**config.mk**
```make
export PLATFORM = sky130hd
export DESIGN_NAME = tone_sequencer_flat
export DESIGN_NICKNAME = d
export VERILOG_FILES = /design/src/rtl/tone_seq_pkg.sv /design/src/rtl/tone_sequencer_if.sv /design/src/rtl/tone_sequencer_beat_prescaler.sv /design/src/rtl/tone_sequencer.sv /design/src/flat_wrapper.sv
export SDC_FILE = /design/constraint.sdc
export NUM_CORES = 1
export LEC_CHECK = 0
export BUFFER_PORTS_ARGS = -buffer_cell sky130_fd_sc_hd__buf_4
export CELL_PAD_IN_SITES_DETAIL_PLACEMENT = 0
export CELL_PAD_IN_SITES_GLOBAL_PLACEMENT = 1
export CORE_MARGIN = 2
export CORE_UTILIZATION = 35
export CTS_BUF_LIST = sky130_fd_sc_hd__clkbuf_4 sky130_fd_sc_hd__clkbuf_8 sky130_fd_sc_hd__clkbuf_16
export CTS_CLUSTER_DIAMETER = 80
export DETAILED_ROUTE_END_ITERATION = 8
export PLACE_DENSITY_LB_ADDON = 0.1
export REMOVE_ABC_BUFFERS = 1
export SYNTH_ARGS = -nofsm -noshare
export SYNTH_HDL_FRONTEND = slang
export SYNTH_SLANG_ARGS = --single-unit
export TNS_END_PERCENT = 30
```
**constraint.sdc**
```tcl
create_clock -name clk -period 3.6 [get_ports clk]
set_input_delay 0 -clock clk [delete_from_list [all_inputs] [get_ports clk]]
set_output_delay 0 -clock clk [all_outputs]
set_load 0.01 [all_outputs]
```
**src/rtl/tone_seq_pkg.sv**
```systemverilog
// Shared state encoding and step-word layout for the tone sequencer.
// A step word is {pitch[7:4], duration[3:0]}; pitch 0 is a rest, duration 0 ends the pattern.
package tone_seq_pkg;

    localparam int PITCH_W   = 4;
    localparam int DUR_W     = 4;
    localparam int STEP_W    = PITCH_W + DUR_W;

    localparam int PITCH_LSB = DUR_W;
    localparam int PITCH_MSB = STEP_W - 1;
    localparam int DUR_LSB   = 0;
    localparam int DUR_MSB   = DUR_W - 1;

    localparam logic [PITCH_W-1:0] PITCH_REST = '0;
    localparam logic [DUR_W-1:0]   DUR_END    = '0;

    typedef enum logic [1:0] {
        IDLE,
        LOAD,
        PLAY,
        DONE
    } seq_state_t;

    function automatic logic [PITCH_W-1:0] step_pitch(input logic [STEP_W-1:0] step);
        return step[PITCH_MSB:PITCH_LSB];
    endfunction

    function automatic logic [DUR_W-1:0] step_dur(input logic [STEP_W-1:0] step);
        return step[DUR_MSB:DUR_LSB];
    endfunction

endpackage

```
**src/rtl/tone_sequencer_if.sv**
```systemverilog
// Control/status bundle between the top-level wrapper (master) and the tone sequencer (slave).
interface tone_sequencer_if #(
    parameter int STEPS = 8
);
    import tone_seq_pkg::*;

    localparam int IDX_W = $clog2(STEPS);

    logic                wr_en;
    logic [IDX_W-1:0]    wr_addr;
    logic [STEP_W-1:0]   wr_data;
    logic                start;
    logic                stop;
    logic                loop_en;

    logic [PITCH_W-1:0]  pitch_out;
    logic                gate_out;
    logic [IDX_W-1:0]    step_idx;
    logic                busy;
    logic                done;

    modport master (
        output wr_en, wr_addr, wr_data, start, stop, loop_en,
        input  pitch_out, gate_out, step_idx, busy, done
    );

    modport slave (
        input  wr_en, wr_addr, wr_data, start, stop, loop_en,
        output pitch_out, gate_out, step_idx, busy, done
    );

endinterface

```
**src/rtl/tone_sequencer_beat_prescaler.sv**
```systemverilog
// Beat prescaler: counts 0..BEAT_DIV-1 while enabled and pulses tick on the wrap cycle.
// Optional mark pulse flags one fixed count value inside every beat.
module beat_prescaler #(
    parameter int BEAT_DIV = 1000000,
    parameter int MARK_AT  = 0,
    parameter bit MARK_EN  = 1'b0
) (
    input  logic clk,
    input  logic rst_n,
    input  logic ena,
    input  logic clr,
    input  logic cnt_en,
    output logic tick,
    output logic mark
);

    localparam int               CNT_W    = $clog2(BEAT_DIV);
    localparam logic [CNT_W-1:0] LAST     = CNT_W'(BEAT_DIV - 1);
    localparam logic [CNT_W-1:0] MARK_VAL = CNT_W'(MARK_AT);

    logic [CNT_W-1:0] count_reg;
    logic             active;

    assign active = ena && cnt_en && !clr;
    assign tick   = active && (count_reg == LAST);
    // With MARK_EN clear this folds to a constant and leaves no logic behind.
    assign mark   = MARK_EN && active && (count_reg == MARK_VAL);

    always_ff @(posedge clk or negedge rst_n) begin
        if (!rst_n) begin
            count_reg <= '0;
        end else if (ena) begin
            if (clr) begin
                count_reg <= '0;
            end else if (cnt_en) begin
                count_reg <= (count_reg == LAST) ? '0 : count_reg + CNT_W'(1);
            end
        end
    end

endmodule

```
**src/rtl/tone_sequencer.sv**
```systemverilog
// Step-table tone sequencer driving pitch select and gate of the waveform generator.
// Define TONE_SEQ_ARTIC_EN to mute the gate for the last GAP_CYCLES of every note.
module tone_sequencer
    import tone_seq_pkg::*;
#(
    parameter int STEPS      = 8,
    parameter int BEAT_DIV   = 1000000,
    parameter int GAP_CYCLES = 125000
) (
    input  logic             clk,
    input  logic             rst_n,
    input  logic             ena,
    tone_sequencer_if.slave  seq
);

    localparam int               IDX_W     = $clog2(STEPS);
    localparam logic [IDX_W-1:0] LAST_IDX  = IDX_W'(STEPS - 1);
    localparam logic [DUR_W-1:0] LAST_BEAT = DUR_W'(1);

`ifdef TONE_SEQ_ARTIC_EN
    localparam bit ARTIC_EN = (GAP_CYCLES > 0) && (GAP_CYCLES < BEAT_DIV);
`else
    localparam bit ARTIC_EN = 1'b0;
`endif
    // Gate is dropped one cycle ahead so the registered output goes low exactly
    // when the prescaler reaches BEAT_DIV-GAP_CYCLES in the final beat.
    localparam int GAP_START = ARTIC_EN ? (BEAT_DIV - GAP_CYCLES - 1) : 0;

    logic [STEP_W-1:0]  step_mem [STEPS];
    logic [STEP_W-1:0]  rd_step;
    logic [PITCH_W-1:0] rd_pitch;
    logic [DUR_W-1:0]   rd_dur;

    seq_state_t         state_reg;
    logic [DUR_W-1:0]   beat_cnt_reg;
    logic [PITCH_W-1:0] pitch_reg;
    logic               gate_reg;
    logic [IDX_W-1:0]   idx_reg;
    logic               busy_reg;
    logic               done_reg;

    logic               presc_clr;
    logic               presc_en;
    logic               beat_tick;
    logic               gap_mark;

    // Table write is a plain NBA, so a LOAD of the same index this cycle sees the old word.
    always_ff @(posedge clk) begin
        if (ena && seq.wr_en) begin
            step_mem[seq.wr_addr] <= seq.wr_data;
        end
    end

    assign rd_step  = step_mem[idx_reg];
    assign rd_pitch = step_pitch(rd_step);
    assign rd_dur   = step_dur(rd_step);

    assign presc_en  = (state_reg == PLAY);
    assign presc_clr = (state_reg != PLAY);

    beat_prescaler #(
        .BEAT_DIV (BEAT_DIV),
        .MARK_AT  (GAP_START),
        .MARK_EN  (ARTIC_EN)
    ) u_beat_prescaler (
        .clk    (clk),
        .rst_n  (rst_n),
        .ena    (ena),
        .clr    (presc_clr),
        .cnt_en (presc_en),
        .tick   (beat_tick),
        .mark   (gap_mark)
    );

    always_ff @(posedge clk or negedge rst_n) begin
        if (!rst_n) begin
            state_reg    <= IDLE;
            beat_cnt_reg <= '0;
            pitch_reg    <= '0;
            gate_reg     <= 1'b0;
            idx_reg      <= '0;
            busy_reg     <= 1'b0;
            done_reg     <= 1'b0;
        end else if (ena) begin
            done_reg <= 1'b0;
            if (seq.stop) begin
                state_reg <= IDLE;
                gate_reg  <= 1'b0;
                busy_reg  <= 1'b0;
            end else begin
                case (state_reg)
                    IDLE: begin
                        if (seq.start) begin
                            state_reg <= LOAD;
                            idx_reg   <= '0;
                            busy_reg  <= 1'b1;
                        end
                    end

                    LOAD: begin
                        if (rd_dur == DUR_END) begin
                            if ((idx_reg != '0) && seq.loop_en) begin
                                idx_reg <= '0;
                            end else begin
                                state_reg <= DONE;
                                done_reg  <= 1'b1;
                                gate_reg  <= 1'b0;
                                busy_reg  <= 1'b0;
                            end
                        end else begin
                            state_reg    <= PLAY;
                            pitch_reg    <= rd_pitch;
                            gate_reg     <= (rd_pitch != PITCH_REST);
                            beat_cnt_reg <= rd_dur;
                        end
                    end

                    PLAY: begin
                        if (gap_mark && (beat_cnt_reg == LAST_BEAT)) begin
                            gate_reg <= 1'b0;
                        end
                        if (beat_tick) begin
                            beat_cnt_reg <= beat_cnt_reg - DUR_W'(1);
                            if (beat_cnt_reg == LAST_BEAT) begin
                                if (idx_reg != LAST_IDX) begin
                                    idx_reg   <= idx_reg + IDX_W'(1);
                                    state_reg <= LOAD;
                                end else if (seq.loop_en) begin
                                    idx_reg   <= '0;
                                    state_reg <= LOAD;
                                end else begin
                                    state_reg <= DONE;
                                    done_reg  <= 1'b1;
                                    gate_reg  <= 1'b0;
                                    busy_reg  <= 1'b0;
                                end
                            end
                        end
                    end

                    DONE: begin
                        state_reg <= IDLE;
                    end

                    default: begin
                        state_reg <= IDLE;
                    end
                endcase
            end
        end
    end

    assign seq.pitch_out = pitch_reg;
    assign seq.gate_out  = gate_reg;
    assign seq.step_idx  = idx_reg;
    assign seq.busy      = busy_reg;
    assign seq.done      = done_reg;

endmodule

```
**src/flat_wrapper.sv**
```systemverilog
// flat-port wrapper written by rule: the top's interface ports become plain ports
module tone_sequencer_flat import tone_seq_pkg::*;
#(
    parameter int STEPS      = 8,
    parameter int BEAT_DIV   = 1000000,
    parameter int GAP_CYCLES = 125000
)
  (clk, rst_n, ena, seq_wr_en, seq_wr_addr, seq_wr_data, seq_start, seq_stop, seq_loop_en, seq_pitch_out, seq_gate_out, seq_step_idx, seq_busy, seq_done);
  tone_sequencer_if #(.STEPS(STEPS)) seq_i ();
  input  logic clk;
  input  logic rst_n;
  input  logic ena;
  input wire logic [$bits(seq_i.wr_en)-1:0] seq_wr_en;
  input wire logic [$bits(seq_i.wr_addr)-1:0] seq_wr_addr;
  input wire logic [$bits(seq_i.wr_data)-1:0] seq_wr_data;
  input wire logic [$bits(seq_i.start)-1:0] seq_start;
  input wire logic [$bits(seq_i.stop)-1:0] seq_stop;
  input wire logic [$bits(seq_i.loop_en)-1:0] seq_loop_en;
  output wire logic [$bits(seq_i.pitch_out)-1:0] seq_pitch_out;
  output wire logic [$bits(seq_i.gate_out)-1:0] seq_gate_out;
  output wire logic [$bits(seq_i.step_idx)-1:0] seq_step_idx;
  output wire logic [$bits(seq_i.busy)-1:0] seq_busy;
  output wire logic [$bits(seq_i.done)-1:0] seq_done;
  assign seq_i.wr_en = seq_wr_en;
  assign seq_i.wr_addr = seq_wr_addr;
  assign seq_i.wr_data = seq_wr_data;
  assign seq_i.start = seq_start;
  assign seq_i.stop = seq_stop;
  assign seq_i.loop_en = seq_loop_en;
  assign seq_pitch_out = seq_i.pitch_out;
  assign seq_gate_out = seq_i.gate_out;
  assign seq_step_idx = seq_i.step_idx;
  assign seq_busy = seq_i.busy;
  assign seq_done = seq_i.done;
  tone_sequencer #(.STEPS(STEPS), .BEAT_DIV(BEAT_DIV), .GAP_CYCLES(GAP_CYCLES)) u_core (.clk(clk), .rst_n(rst_n), .ena(ena), .seq(seq_i));
endmodule
```
### Word-level counts from Yosys, hierarchy flattened

Memory sizes are Yosys's and may differ from the RTL's.
Index checks and enable logic that the tools add are counted.

* add/subtract/negate cells: 3
* reduce and logical (&&, ||, !) cells: 22
* equality and inequality tests: 22
* mux-type cells: 45
* bitwise gates (word level): 2

Operator list (number)
* $mux 20: 3
* $mux 3: 7
* $add 20x1->20 const B: 1
* $eq 20x20->1 const B: 1
* $mux 1: 19
* $reduce_and 9->1: 2
* $mux 2: 8
* $ne 3x3->1 const B: 5
* $ne 3x2->1 const B: 4
* $reduce_and 5->1: 2
* $pmux 3 s3: 1
* $reduce_bool 3->1: 3
* $mux 4: 2
* $ne 2x1->1 const B: 4
* $pmux 2 s4: 1
* $pmux 4 s2: 1
* $reduce_bool 4->1: 2
* $reduce_and 7->1: 1
* $ne 2x2->1 const B: 3
* $logic_and 1x1->1: 5
* $eq 2x2->1 const B: 2
* $eq 4x1->1 const B: 1
* $logic_not 4->1: 1
* $ne 4x4->1 const B: 1
* 11 further kinds: 14

* logic and storage cells: 103
* memories kept: 1
* memory bits (writable): 64
* bits of input ports: 18
* flip-flop bits (word level): 36

Memories
* u_core.step_mem: words 8, bits a word 8, read ports 1, clocked after memory_dff 0, write ports 1, RTL line tone_sequencer.sv:29 `logic [STEP_W-1:0] step_mem [STEPS];`

### Logic depth before layout (Yosys ltp)

* depth in word-level cells: 7
* mapped depth: 9
* mapped depth without buffers: 8

### Modules after synthesis

Synthesis repeated with hierarchy kept, for this count alone.

* cell total of the unflattened synthesis: 388
* area total of the unflattened synthesis: 4966.0 um2

Modules (own cells, without submodules)
* tone_sequencer: cells each 250, times used 1, area an instance 3777.4 um2
* beat_prescaler: cells each 138, times used 1, area an instance 1188.6 um2

### Worst setup path before layout

No wires, ideal clock.

* path type: register -> register
* from: reg u_core.u_beat_prescaler.count_reg[12]
* to: reg u_core.beat_cnt_reg[3]
* setup time: 0.069 ns
* cell stages (with the launch flop): 8
* slack: 0.811 ns
* arrival time: 2.720 ns
* clock period less this slack: 2.789 ns
* data required time: 3.531 ns
* path buffers: 1
* cell sequence: dfrtp_1 -> or4b_1 -> or4_1 -> buf_2 -> or3_4 -> or4_1 -> or4b_1 -> nand3b_1

* cells in the longest elaborated chain, start to end: 4

Ends and longest elaborated chain
* from (decl): RTL line tone_sequencer_beat_prescaler.sv:21 `logic [CNT_W-1:0] count_reg;`
* from (signal assigned): RTL line tone_sequencer_beat_prescaler.sv:36 `count_reg <= (count_reg == LAST) ? '0 : count_reg + CNT_W'(1);`
* $eq 20x20->1: RTL line tone_sequencer_beat_prescaler.sv:25 `assign tick = active && (count_reg == LAST);`
* $logic_and 1x1->1: RTL line tone_sequencer_beat_prescaler.sv:25
* $ne 2x1->1 (no source line)
* $reduce_and 5->1 (no source line)
* to (signal assigned): RTL line tone_sequencer.sv:114 `beat_cnt_reg <= rd_dur;`
* to (signal assigned): RTL line tone_sequencer.sv:123 `beat_cnt_reg <= beat_cnt_reg - DUR_W'(1);`
* to (decl): RTL line tone_sequencer.sv:35 `logic [DUR_W-1:0] beat_cnt_reg;`

No other way between the ends.
A chain may end at the register's enable or synchronous reset.

### Final worst setup path

Ends and elaborated chain as after synthesis.

==> flow_summary.json <==
{
  "worstSetupPathType": "flip-flop to flip-flop",
  "tightest_slew_ps": 898.1,
  "max_stage_delay_ps": 540,
  "gp_congestion": 0.7662,
  "first_pass_iters": 4,
  "clk_latency_ps": 350,
  "cts_buffer_depth": 2,
  "yosysWarnings": 0,
  "slew_violations": 0,
  "synth.area.top_cells": "edfxtp_1, dfrtp_1, nand2_1",
  "final_common_cell": "nand2_1",
  "area_growth_pct": 16.64,
  "synth-edff-count": 64,
  "cp-start-kind": "flip-flop",
  "cts.root.buffer_cell": "clkbuf_16",
  "reg2reg_slack_ps": 620,
  "drive_gt1_share_pct": 17.08,
  "ys_seq_area_share_pct": 58.66,
  "grt_usage_pct": 16.18,
  "cp-end-kind": "flip-flop",
  "maxCapViolCount": 0,
  "skew_ps": 6.661,
  "slowest_stage": "or4_1",
  "arrival_ps": 3260,
  "finalSetupTns_ps": 0,
  "dp_hpwl_um": 7568,
  "die-area_um2": 14700,
  "final_cell_mix": "nand2_1, edfxtp_1, dfrtp_1, buf_4, o21ai_0",
  "outcome": "completed",
  "fin_ws_ps": 620.3,
  "nets": 469,
  "required_ps": 3880,
  "hold_violations": 0,
  "wl_per_cell_um": 17.68,
  "vias": 3270,
  "drtIter0Drc": 242,
  "synthCells": 402,
  "cts_resized": 0,
  "max_freq_mhz": 335.6,
  "slew_headroom_pct": 39.90,
  "antenna_found_initial": 0,
  "place_area_um2": 5226,
  "ir_drop_uv": 286.2,
  "clock_sinks": 100,
  "reg2regPathDepth": 6,
  "clk_pin_slew_ps": 70,
  "synth_cell_types": 53,
  "p_leak_nw": 2.007,
  "antenna_left": 0,
  "tritoncts": "built",
  "synthFlopType": "edfxtp_1",
  "ctsHtreeMaxLevel": 3,
  "dp_slack_ps": 664.7,
  "power_w": 0.003450,
  "std_cell_rows": 42,
  "synth_top_area_share_pct": 39.94,
  "rsz0062_at_grt": "no",
  "grt_pass1_vias": 3277,
  "start_util_pct": 36.05,
  "cts_setup_buffers": 0,
  "synth_area_leader_cell": "edfxtp_1",
  "final_core_util_pct": 42.05,
  "core_um2": 13350,
  "via_per_inst": 5.266,
  "min_period_ps": 2980,
  "pin_count": 28,
  "largest_register_ffs": 64,
  "overflow": 0,
  "grt_pass1_wl_um": 17810,
  "ys_ff_latch": 100,
  "hp-class": "input port to flip-flop",
  "drc": 0,
  "stdcell_area_um2": 5613,
  "cp_max_fo": 7,
  "n_antenna_cell": 0,
  "postSynth.asyncResetShare_pct": 36.00,
  "die_h_um": 121.3,
  "setup_violations": 0,
  "die_x_um": 121.3,
  "path_cells": "or4b_1, or4_1, or3_4, or4_1, or4b_1, nand3b_1",
  "wl_um": 10980,
  "finalCritPeriodShare_pct": 82.77,
  "power.density_nw_per_um2": 614.6,
  "grt_max_degree": 37,
  "port_buffers": 27,
  "syn_area_um2": 4812,
  "numCtsBuffers": 9,
  "holdPathStages": 2,
  "fill_cells": 1300,
  "avgSynthCellArea_um2": 11.97
}
[kinds of logic (layout without fill, tap and decap cells)]
kind of cell	after synthesis	count (layout)	synth area share (%)
fa+ha+maj	11	11	2.860
flops	100	100	58.66
compound gates	79	79	11.36
xor+xnor	2	2	0.3641
buf+inv	28	71	2.236
mux	35	35	10.11
simple gates	147	147	14.40
[metal layers]
metal	share of wire, %	vias to the layer above	track usage, %
li1	-	1599	-
met1	49	1602	22.24
met2	47	60	25.42
met3	3.1	9	3.665
met4	1.3	0	5.244
met5	0	-	0
[worst paths after layout]
path | startpoint | to
max in group asynchronous | rst_n | u_core.u_beat_prescaler.count_reg[5]
worst max-delay path | u_core.u_beat_prescaler.count_reg[12] | u_core.beat_cnt_reg[3]
min in group asynchronous | rst_n | u_core.u_beat_prescaler.count_reg[9]
worst min register to register | u_core.seq.gate_out | u_core.seq.gate_out
worst max register to register | u_core.u_beat_prescaler.count_reg[12] | u_core.beat_cnt_reg[3]
worst min-delay path | ena | u_core.u_beat_prescaler.count_reg[0]
[area by class of cell]
class | count | area [µm²] | share of cell area, %
clock buffers | 9 | 225.2 | 4.012
clock inverters | 7 | 61.31 | 1.092
inverters | 11 | 41.29 | 0.7356
multi-input cells | 274 | 1887 | 33.62
flip-flops and latches | 100 | 2823 | 50.29
well taps | 176 | 220.2 | 3.923
repair buffers | 44 | 355.3 | 6.331
[what timing repair did]
action / 4_1_cts / 5_1_grt
hold buffers: 10 / 0
setup endpoints to repair: 0 / 0
endpoints found under the hold margin: 101 / 0
[cells in the mapped netlist (all sizes together), types with 4 or more instances]
library cell and n:
nand2 67, edfxtp 64, dfrtp 36, o21ai 25, nor2 24, mux2i 16
clkbuf 15, ha 11, inv 11, mux4 10, nand3 10, nor3 10
mux2 9, a21oi 7, nand4 5, o211ai 5, o22ai 5, o31ai 5
and3 4, or3 4
[per-stage QoR]
| step | hold WS (ps) | cells |
|---|---|---|
| 5_1_grt | 64.64 | 621 |
| 3_5_place_dp | 6.579 | 595 |
| 3_3_place_gp | 9.513 | 595 |
| 6_report | 51.21 | 621 |
| 4_1_cts | 36.76 | 621 |
| 2_1_floorplan | -295.6 | 385 |
[critical path: cells and delay by family (launching register included)]
kind          cells  cell delay [ps]
simple gates      6             2470
flops             1              440
[power by group]
group / internal [W] / switching (W) / total, W
Combinational: 0.000494 / 0.000555 / 0.00105
Clock: 0.000485 / 0.000455 / 0.000940
Sequential: 0.00132 / 0.000140 / 0.00146
Total: 0.00230 / 0.00115 / 0.00345
Power figures use the tool's default switching activity.
